--- src/rtl/nrzi_destuff_decoder_if.sv ---
// Bus between the line sampler (master) and the NRZI de-stuffing decoder (slave).
// Carries the line-bit strobe, the packet sync, and the decoded bit/word/error outputs.
interface nrzi_destuff_decoder_if #(
   parameter int WIDTH = 8
);
   logic             din;
   logic             din_valid;
   logic             sync;
   logic             dout;
   logic             dout_valid;
   logic [WIDTH-1:0] word;
   logic             word_valid;
   logic             stuff_err;

   modport master (
      output din, din_valid, sync,
      input  dout, dout_valid, word, word_valid, stuff_err
   );

   modport slave (
      input  din, din_valid, sync,
      output dout, dout_valid, word, word_valid, stuff_err
   );
endinterface

--- src/rtl/nrzi_destuff_decoder.sv ---
// Receive-side line decoder: NRZI decode, removal of stuffed zeros, and LSB-first
// packing into WIDTH-bit words. All outputs are registered one cycle after the strobe.
module nrzi_destuff_decoder #(
   parameter int   WIDTH      = 8,
   parameter int   STUFF_LEN  = 6,
   parameter logic IDLE_LEVEL = 1'b1
) (
   input  logic                      clk,
   input  logic                      rst_n,
   nrzi_destuff_decoder_if.slave     bus
);
   localparam int CW = $clog2(STUFF_LEN + 1);
   localparam int IW = $clog2(WIDTH);
   localparam logic [CW-1:0] STUFF_MAX = CW'(STUFF_LEN);
   localparam logic [IW-1:0] IDX_LAST  = IW'(WIDTH - 1);

   typedef enum logic [1:0] {
      ST_RUN   = 2'd0,
      ST_DROP  = 2'd1,
      ST_ERROR = 2'd2
   } state_t;

   state_t           state_q, state_d;
   logic             prev_line_q, prev_line_d;
   logic [CW-1:0]    ones_cnt_q, ones_cnt_d;
   logic [IW-1:0]    bit_idx_q, bit_idx_d;
   logic [WIDTH-1:0] shift_q, shift_d;
   logic [WIDTH-1:0] word_q, word_d;
   logic             word_valid_q, word_valid_d;
   logic             dout_q, dout_d;
   logic             dout_valid_q, dout_valid_d;
   logic             stuff_err_q, stuff_err_d;
   logic             dec_bit_s;
   logic             emit_s;

   assign dec_bit_s = ~(bus.din ^ prev_line_q);

   // Next-state: sync realign, NRZI decode, stuff-bit FSM and word assembly.
   always_comb begin
      state_d      = state_q;
      prev_line_d  = prev_line_q;
      ones_cnt_d   = ones_cnt_q;
      bit_idx_d    = bit_idx_q;
      shift_d      = shift_q;
      word_d       = word_q;
      dout_d       = dout_q;
      word_valid_d = 1'b0;
      dout_valid_d = 1'b0;
      stuff_err_d  = 1'b0;
      emit_s       = 1'b0;

      if (bus.sync) begin
         state_d     = ST_RUN;
         prev_line_d = IDLE_LEVEL;
         ones_cnt_d  = '0;
         bit_idx_d   = '0;
      end else if (bus.din_valid) begin
         prev_line_d = bus.din;
         case (state_q)
            ST_RUN: begin
               emit_s = 1'b1;
               if (dec_bit_s) begin
                  if ((ones_cnt_q + CW'(1)) == STUFF_MAX) begin
                     ones_cnt_d = '0;
                     state_d    = ST_DROP;
                  end else begin
                     ones_cnt_d = ones_cnt_q + CW'(1);
                  end
               end else begin
                  ones_cnt_d = '0;
               end
            end
            ST_DROP: begin
               if (dec_bit_s) begin
                  stuff_err_d = 1'b1;
                  state_d     = ST_ERROR;
               end else begin
                  state_d = ST_RUN;
               end
            end
            ST_ERROR: begin
               state_d = ST_ERROR;
            end
            default: begin
               state_d = ST_RUN;
            end
         endcase
      end else begin
         state_d = state_q;
      end

      // The word is published from the shift image including the bit just written.
      if (emit_s) begin
         dout_d             = dec_bit_s;
         dout_valid_d       = 1'b1;
         shift_d[bit_idx_q] = dec_bit_s;
         if (bit_idx_q == IDX_LAST) begin
            word_d       = shift_d;
            word_valid_d = 1'b1;
            bit_idx_d    = '0;
         end else begin
            bit_idx_d = bit_idx_q + IW'(1);
         end
      end else begin
         bit_idx_d = bit_idx_d;
      end
   end

   // State and output registers with asynchronous clear.
   always_ff @(posedge clk or negedge rst_n) begin
      if (!rst_n) begin
         state_q      <= ST_RUN;
         prev_line_q  <= IDLE_LEVEL;
         ones_cnt_q   <= '0;
         bit_idx_q    <= '0;
         shift_q      <= '0;
         word_q       <= '0;
         word_valid_q <= 1'b0;
         dout_q       <= 1'b0;
         dout_valid_q <= 1'b0;
         stuff_err_q  <= 1'b0;
      end else begin
         state_q      <= state_d;
         prev_line_q  <= prev_line_d;
         ones_cnt_q   <= ones_cnt_d;
         bit_idx_q    <= bit_idx_d;
         shift_q      <= shift_d;
         word_q       <= word_d;
         word_valid_q <= word_valid_d;
         dout_q       <= dout_d;
         dout_valid_q <= dout_valid_d;
         stuff_err_q  <= stuff_err_d;
      end
   end

   assign bus.dout       = dout_q;
   assign bus.dout_valid = dout_valid_q;
   assign bus.word       = word_q;
   assign bus.word_valid = word_valid_q;
   assign bus.stuff_err  = stuff_err_q;
endmodule

--- src/flat_wrapper.sv ---
// flat-port wrapper written by rule: the top's interface ports become plain ports
module nrzi_destuff_decoder_flat 
#(
   parameter int   WIDTH      = 8,
   parameter int   STUFF_LEN  = 6,
   parameter logic IDLE_LEVEL = 1'b1
)
  (clk, rst_n, bus_din, bus_din_valid, bus_sync, bus_dout, bus_dout_valid, bus_word, bus_word_valid, bus_stuff_err);
  nrzi_destuff_decoder_if #(.WIDTH(WIDTH)) bus_i ();
  input  logic clk;
  input  logic rst_n;
  input wire logic [$bits(bus_i.din)-1:0] bus_din;
  input wire logic [$bits(bus_i.din_valid)-1:0] bus_din_valid;
  input wire logic [$bits(bus_i.sync)-1:0] bus_sync;
  output wire logic [$bits(bus_i.dout)-1:0] bus_dout;
  output wire logic [$bits(bus_i.dout_valid)-1:0] bus_dout_valid;
  output wire logic [$bits(bus_i.word)-1:0] bus_word;
  output wire logic [$bits(bus_i.word_valid)-1:0] bus_word_valid;
  output wire logic [$bits(bus_i.stuff_err)-1:0] bus_stuff_err;
  assign bus_i.din = bus_din;
  assign bus_i.din_valid = bus_din_valid;
  assign bus_i.sync = bus_sync;
  assign bus_dout = bus_i.dout;
  assign bus_dout_valid = bus_i.dout_valid;
  assign bus_word = bus_i.word;
  assign bus_word_valid = bus_i.word_valid;
  assign bus_stuff_err = bus_i.stuff_err;
  nrzi_destuff_decoder #(.WIDTH(WIDTH), .STUFF_LEN(STUFF_LEN), .IDLE_LEVEL(IDLE_LEVEL)) u_core (.clk(clk), .rst_n(rst_n), .bus(bus_i));
endmodule
--- config.mk ---
export PLATFORM = sky130hd
export DESIGN_NAME = nrzi_destuff_decoder_flat
export DESIGN_NICKNAME = d
export VERILOG_FILES = /design/src/rtl/nrzi_destuff_decoder_if.sv /design/src/rtl/nrzi_destuff_decoder.sv /design/src/flat_wrapper.sv
export SDC_FILE = /design/constraint.sdc
export NUM_CORES = 1
export LEC_CHECK = 0
export BUFFER_PORTS_ARGS = -buffer_cell sky130_fd_sc_hd__buf_2
export CORE_ASPECT_RATIO = 1.2
export CORE_MARGIN = 3
export CORE_UTILIZATION = 51
export CTS_CLUSTER_DIAMETER = 150
export DETAILED_ROUTE_END_ITERATION = 12
export PLACE_DENSITY = 0.71
export SYNTH_ARGS = -nofsm -noshare
export SYNTH_HDL_FRONTEND = slang
export SYNTH_SLANG_ARGS = --single-unit
export TNS_END_PERCENT = 1
--- constraint.sdc ---
create_clock -name clk -period 1.62 [get_ports clk]
set_clock_uncertainty 0.05 [all_clocks]
set_input_delay 0.081 -clock clk [delete_from_list [all_inputs] [get_ports clk]]
set_output_delay 0.081 -clock clk [all_outputs]
set_load 0.01 [all_outputs]
# == Yosys cells after proc, flatten, opt, wreduce, memory -nomap -nowiden ==
# Cells that the tools add are included.
# classes
n_addsub,2
magnitude_cmp,2
n_eq_ne,6
muxes,29
n_bitwise,2
n_reduce_logical,8
# ops
op,n
two-way mux 3 bit,8
two-way mux 1 bit,13
two-way mux 2 bit,5
bitwise mux 8 bit,1
adder 3 x 1 -> 3 bit (second input constant),2
equality test 3 bit (second input constant),2
case mux 2 bit (3 select lines),1
nonzero test 2 bit,3
< comparator 3 x 4 -> 1 bit (second input constant),1
AND reduction 2 bit,2
demux 1 bit (select 3 bit),1
>= comparator 3 x 1 -> 1 bit (second input constant),1
!= test 3 x 2 -> 1 bit (second input constant),1
!= test 3 bit (second input constant),1
AND reduction 3 bit,1
equality test 2 x 1 -> 1 bit (second input constant),1
equality test 2 bit (second input constant),1
zero test 2 bit,1
logical AND 1 bit,1
NOT 1 bit,1
XOR 1 bit,1
# totals
register_bits,29
elab_cells,59

# == Longest topological paths before layout ==
# logic_depth
ltp_word,7
depth_mapped,5

# == Worst setup path after synthesis ==
# No wires, ideal clock.
# synth_path
path_kind,reg2reg
start,register u_core.bit_idx_q[0]
end,register u_core.bit_idx_q[0]
setup_ns,0.078
arrival_time_ns,1.458
required_ns,1.492
setup_slack_ns,0.034
stages_incl_launch_ff,6
n_path_buf,1
synth_period_minus_slack_ns,1.586
cell_sequence,dfrtp_1 -> ha_1 -> ha_1 -> clkbuf_1 -> or3_1 -> a21oi_1
# synth_between
elab_chain_cells,3
word_cells_on_any_way,4
classes_between,add/sub (1); eq/ne (1); mux (2)
# synth_rtl
item,line,text
start: declaration,nrzi_destuff_decoder.sv:26,"logic [IW-1:0] bit_idx_q, bit_idx_d;"
start signal: assignment,nrzi_destuff_decoder.sv:126,bit_idx_q <= bit_idx_d;
adder 3 x 1 -> 3 bit / equality test 3 bit (equally long branches),"nrzi_destuff_decoder.sv:102, nrzi_destuff_decoder.sv:97",
two-way mux 3 bit (*),nrzi_destuff_decoder.sv:97,if (bit_idx_q == IDX_LAST) begin
two-way mux 3 bit (*),nrzi_destuff_decoder.sv:93,if (emit_s) begin
# Every way passes the cells marked *; elsewhere a longest branch is shown, timed or not.
# A chain may end at the register's enable or synchronous reset.

# == Worst setup path after layout ==
# layout_path
start,register u_core.state_q[0]
end,register u_core.bit_idx_q[0]
# layout_between
elab_chain_cells,5
word_cells_on_any_way,6
classes_between,mux (4); reduce/logical (2)
# layout_rtl
item,line,text
start: declaration,nrzi_destuff_decoder.sv:23,"state_t state_q, state_d;"
start signal: assignment,nrzi_destuff_decoder.sv:123,state_q <= state_d;
zero test 2 bit (*),nrzi_destuff_decoder.sv:59,case (state_q)
two-way mux 1 bit (*),nrzi_destuff_decoder.sv:59,
two-way mux 1 bit (*),nrzi_destuff_decoder.sv:57,end else if (bus.din_valid) begin
two-way mux 1 bit (*),nrzi_destuff_decoder.sv:52,if (bus.sync) begin
two-way mux 3 bit / nonzero test 2 bit (equally long branches),--,
# Marked as above.

==> results by group <==
Critical path
  – Crit-path max cell delay: ~420 ps
  – CP Capture Type: flip-flop
  – CP Cell Sequence: buf_4 -> or3b_4 -> or3_1 -> a21oi_2
  – CP top delay family: simple AND/OR/NAND/NOR gates
  – CP Launch Point: u_core.state_q[0]
  – CP Data Arrival Time: 1770 ps
  – Worst path bufs/invs: 1
  – CP Class: reg2reg
  – R2R cell count: 4
  – CP startpoint kind: flip-flop
  – Crit. path cell count: 4
  – Worst R2R Setup Slack: between 60 and 70 ps
  – FF-to-FF End: u_core.bit_idx_q[0]
  – Max FO, Critical Path: 5
  – Critical path destination: u_core.bit_idx_q[0]
  – Worst path slowest cell: dfrtp_1
  – CP Data Required Time: between 1500 and 2000 ps
  – RR Startpoint: u_core.state_q[0]

Logic synthesis
  – Ranking of synthesized cells by area: dfrtp_1 (48%), a21oi_1 (7.5%), mux2i_1 (5.5%)
  – EDFF count, synth: 0
  – Yosys cell types: 37
  – Yosys top cell area share: 0.4778
  – Area leader, netlist: dfrtp_1
  – Avg Cell Area, Syn: between 10 and 15 sq um
  – Post-synthesis register bit count: 29
  – Post-synthesis cell area: 1466 sq um
  – Ys flop type: dfrtp_1
  – Seq/Total Area, Yosys: 0.4957
  – Top-count cell post-synth: dfrtp_1
  – Synthesized Nets: about 140
  – Async S/R FF share, synth: 1.000
  – Syn Inst Count: ~130
  – Yosys warnings: 0
  – Synth cell count leaders: dfrtp_1 (28), a21oi_1 (22), mux2i_1 (8), clkbuf_1 (7), nand2_1 (7)

STA
  – Setup TNS: 0 ps
  – F_max: roughly 640 MHz
  – Slew @ Worst Pin: between 600 and 700 ps
  – Period minus WS final: between 1500 and 2000 ps
  – RSZ-0062 raised after global routing: no
  – # setup viols final: 0
  – Max-slew violation count: 0
  – Tcrit/Tclk final: 0.9580
  – Hold Violations, Final: 0
  – Slew HR: 0.5696

Finish
  – Footprint of the multi-input gates: between 600 and 700 sq um
  – Fin util: 0.6548
  – Ant diodes: 0
  – Layout cell share with drive strength beyond 1: 0.2938
  – Filler instances: between 200 and 250
  – FF/Latch Area: 728.2 sq um
  – Final Instance Count excl. Fillers: ~190
  – Area Overhead vs Synth: 17.32%
  – Nets: 168

Place
  – Post-DP HPWL: between 1.5 and 2 mm
  – RePlAce Congestion: around 0.74
  – Dpl cells: about 180
  – Number of port buffers: 16

Outcome
  – Status: complete, no violations

Run
  – Max Cap Violations: 0

Drt
  – Initial detailed-routing violation count: 30
  – First-pass DRT Iterations: 4
  – Total wire length: slightly below 3 mm
  – Routed Antenna Nets: 0
  – Vias: 1092
  – DRC violations left: 0
  – Wire length per cell: roughly 15 um
  – Average vias per placed instance: 5.658

Clock network
  – CTS buffer count: 5
  – Clock root buffer: clkbuf_4
  – TritonCTS clock tree: done
  – Sink Count: 29
  – CTS max path bufs: 2
  – H-tree Lvls: 2
  – Worst-path clk slew: approximately 90 ps
  – Clock Latency Late Sink: 330 ps

Floorplan
  – Initial Util: 0.5581
  – Ports: 17
  – Core Area: roughly 2600 sq um
  – Die area: about 3600 sq um
  – Die Y: around 65 um
  – Core Rows: 20
  – Die width: around 55 um

Pwr
  – Peak supply drop: around 0.76 mV
  – Leakage power: ~0.00086 uW
  – Total power: roughly 1400 uW
  – PwrDens: about 830 nW/um^2

Global routing
  – Initial antenna violation count: 0
  – All-Layer GR Usage: 0.1993
  – First-pass GRT wire length: ~5.1 mm
  – Remaining global-route overflow: 0
  – Vias in the first global route: 1088
  – Largest net degree at the start of global routing: 30

Min path
  – Hold crit path type: in2reg
==> cell families (layout without fill, tap and decap cells) <==
| family | count (synthesis) | in the layout | synth area share |
|---|---|---|---|
| AND/OR/NAND/NOR | 43 | 43 | 0.2048 |
| multiplexers | 17 | 17 | 0.1237 |
| adder cells (fa/ha/maj) | 4 | 4 | 0.03413 |
| XOR/XNOR | 2 | 2 | 0.01195 |
| flip-flops | 29 | 29 | 0.4957 |
| buffers and inverters | 11 | 39 | 0.03242 |
| AO/OA/AOI/OAI | 26 | 26 | 0.09727 |
==> metal layers <==
layer / routed length, um / share of wire / track usage / vias up
met5: 0 / 0 / 0 / -
met4: 51 / 0.017 / 0.08207 / 0
met3: 152 / 0.052 / 0.07126 / 7
met2: 1508 / 0.51 / 0.3151 / 26
met1: 1220 / 0.42 / 0.2389 / 527
li1: - / - / - / 532
==> where the power goes <==
part / switching (uW) / total (uW) / internal (uW)
Sequential: 25.1 / 796 / 771
Clock: 256 / 421 / 165
Combinational: 115 / 218 / 103
==> area by class of cell <==
| cell class | instances | share of cell area |
|---|---|---|
| well taps | 33 | 0.02400 |
| clock inverters | 2 | 0.005818 |
| repair buffers | 30 | 0.1142 |
| inverters | 1 | 0.002182 |
| clock buffers | 6 | 0.02400 |
| flip-flops and latches | 29 | 0.4233 |
| multi-input cells | 92 | 0.4065 |
==> repair_timing <==
item | CTS | global route
resized for setup | 0 | 5
setup endpoints to repair | 0 | 11
setup buffers | 0 | 0
hold buffers | 3 | 0
endpoints found under the hold margin | 29 | 0
==> per-stage QoR <==
step / hold WS [ps] / instance area, sq um / setup slack (ps)
2_1_floorplan: -264.6 / 1466 / 33.69
3_3_place_gp: 78.62 / 1627 / 63.59
3_5_place_dp: 97.98 / 1627 / 46.46
4_1_cts: 33.92 / 1708 / 31.19
5_1_grt: 25.20 / 1720 / 0.4060
6_report: 49.77 / 1720 / 68.02
==> cell usage in the layout, fill, tap and decap left out, types with 2 or more instances in the layout <==
cell type | synthesis | routed
mux2i_1 | 8 | 8
and4bb_1 | 2 | 2
mux2_1 | 3 | 3
nand2_1 | 7 | 7
ha_1 | 4 | 4
nand3_1 | 3 | 3
clkbuf_4 | 0 | 5
buf_4 | 1 | 10
nand3b_1 | 6 | 6
nor2_1 | 4 | 4
clkinv_2 | 0 | 2
dfrtp_1 | 28 | 27
a21oi_1 | 22 | 21
dlygate4sd3_1 | 0 | 3
nand2b_1 | 2 | 2
nor3b_1 | 3 | 3
mux2_2 | 6 | 6
nand4b_1 | 3 | 3
nand4_1 | 2 | 2
buf_2 | 1 | 16
nor3_1 | 2 | 2
==> state kept, by name, summed over array words and instances (netlist names) <==
| name | count |
|---|---|
| u_core.prev_line_q | 1 |
| u_core.bus.dout_valid | 1 |
| u_core.bus.word | 8 |
| u_core.bus.word_valid | 1 |
| u_core.ones_cnt_q | 3 |
| u_core.state_q | 2 |
| u_core.bit_idx_q | 3 |
| u_core.shift_q | 8 |
| u_core.bus.dout | 1 |
| u_core.bus.stuff_err | 1 |
==> worst min-delay path by stage <==
stage	depth (start not counted)	to	slack (ps)	startpoint
6_report	2	u_core.bus.stuff_err	50	bus_din_valid
5_1_grt	2	u_core.bus.stuff_err	30	bus_din_valid
4_1_cts	2	u_core.bus.stuff_err	30	bus_din_valid
3_5_place_dp	1	u_core.bus.word[0]	100	rst_n
3_3_place_gp	1	u_core.bus.dout_valid	80	rst_n
2_1_floorplan	0	u_core.bit_idx_q[0]	-260	rst_n
Note: power is estimated with default switching activity, not from simulation.
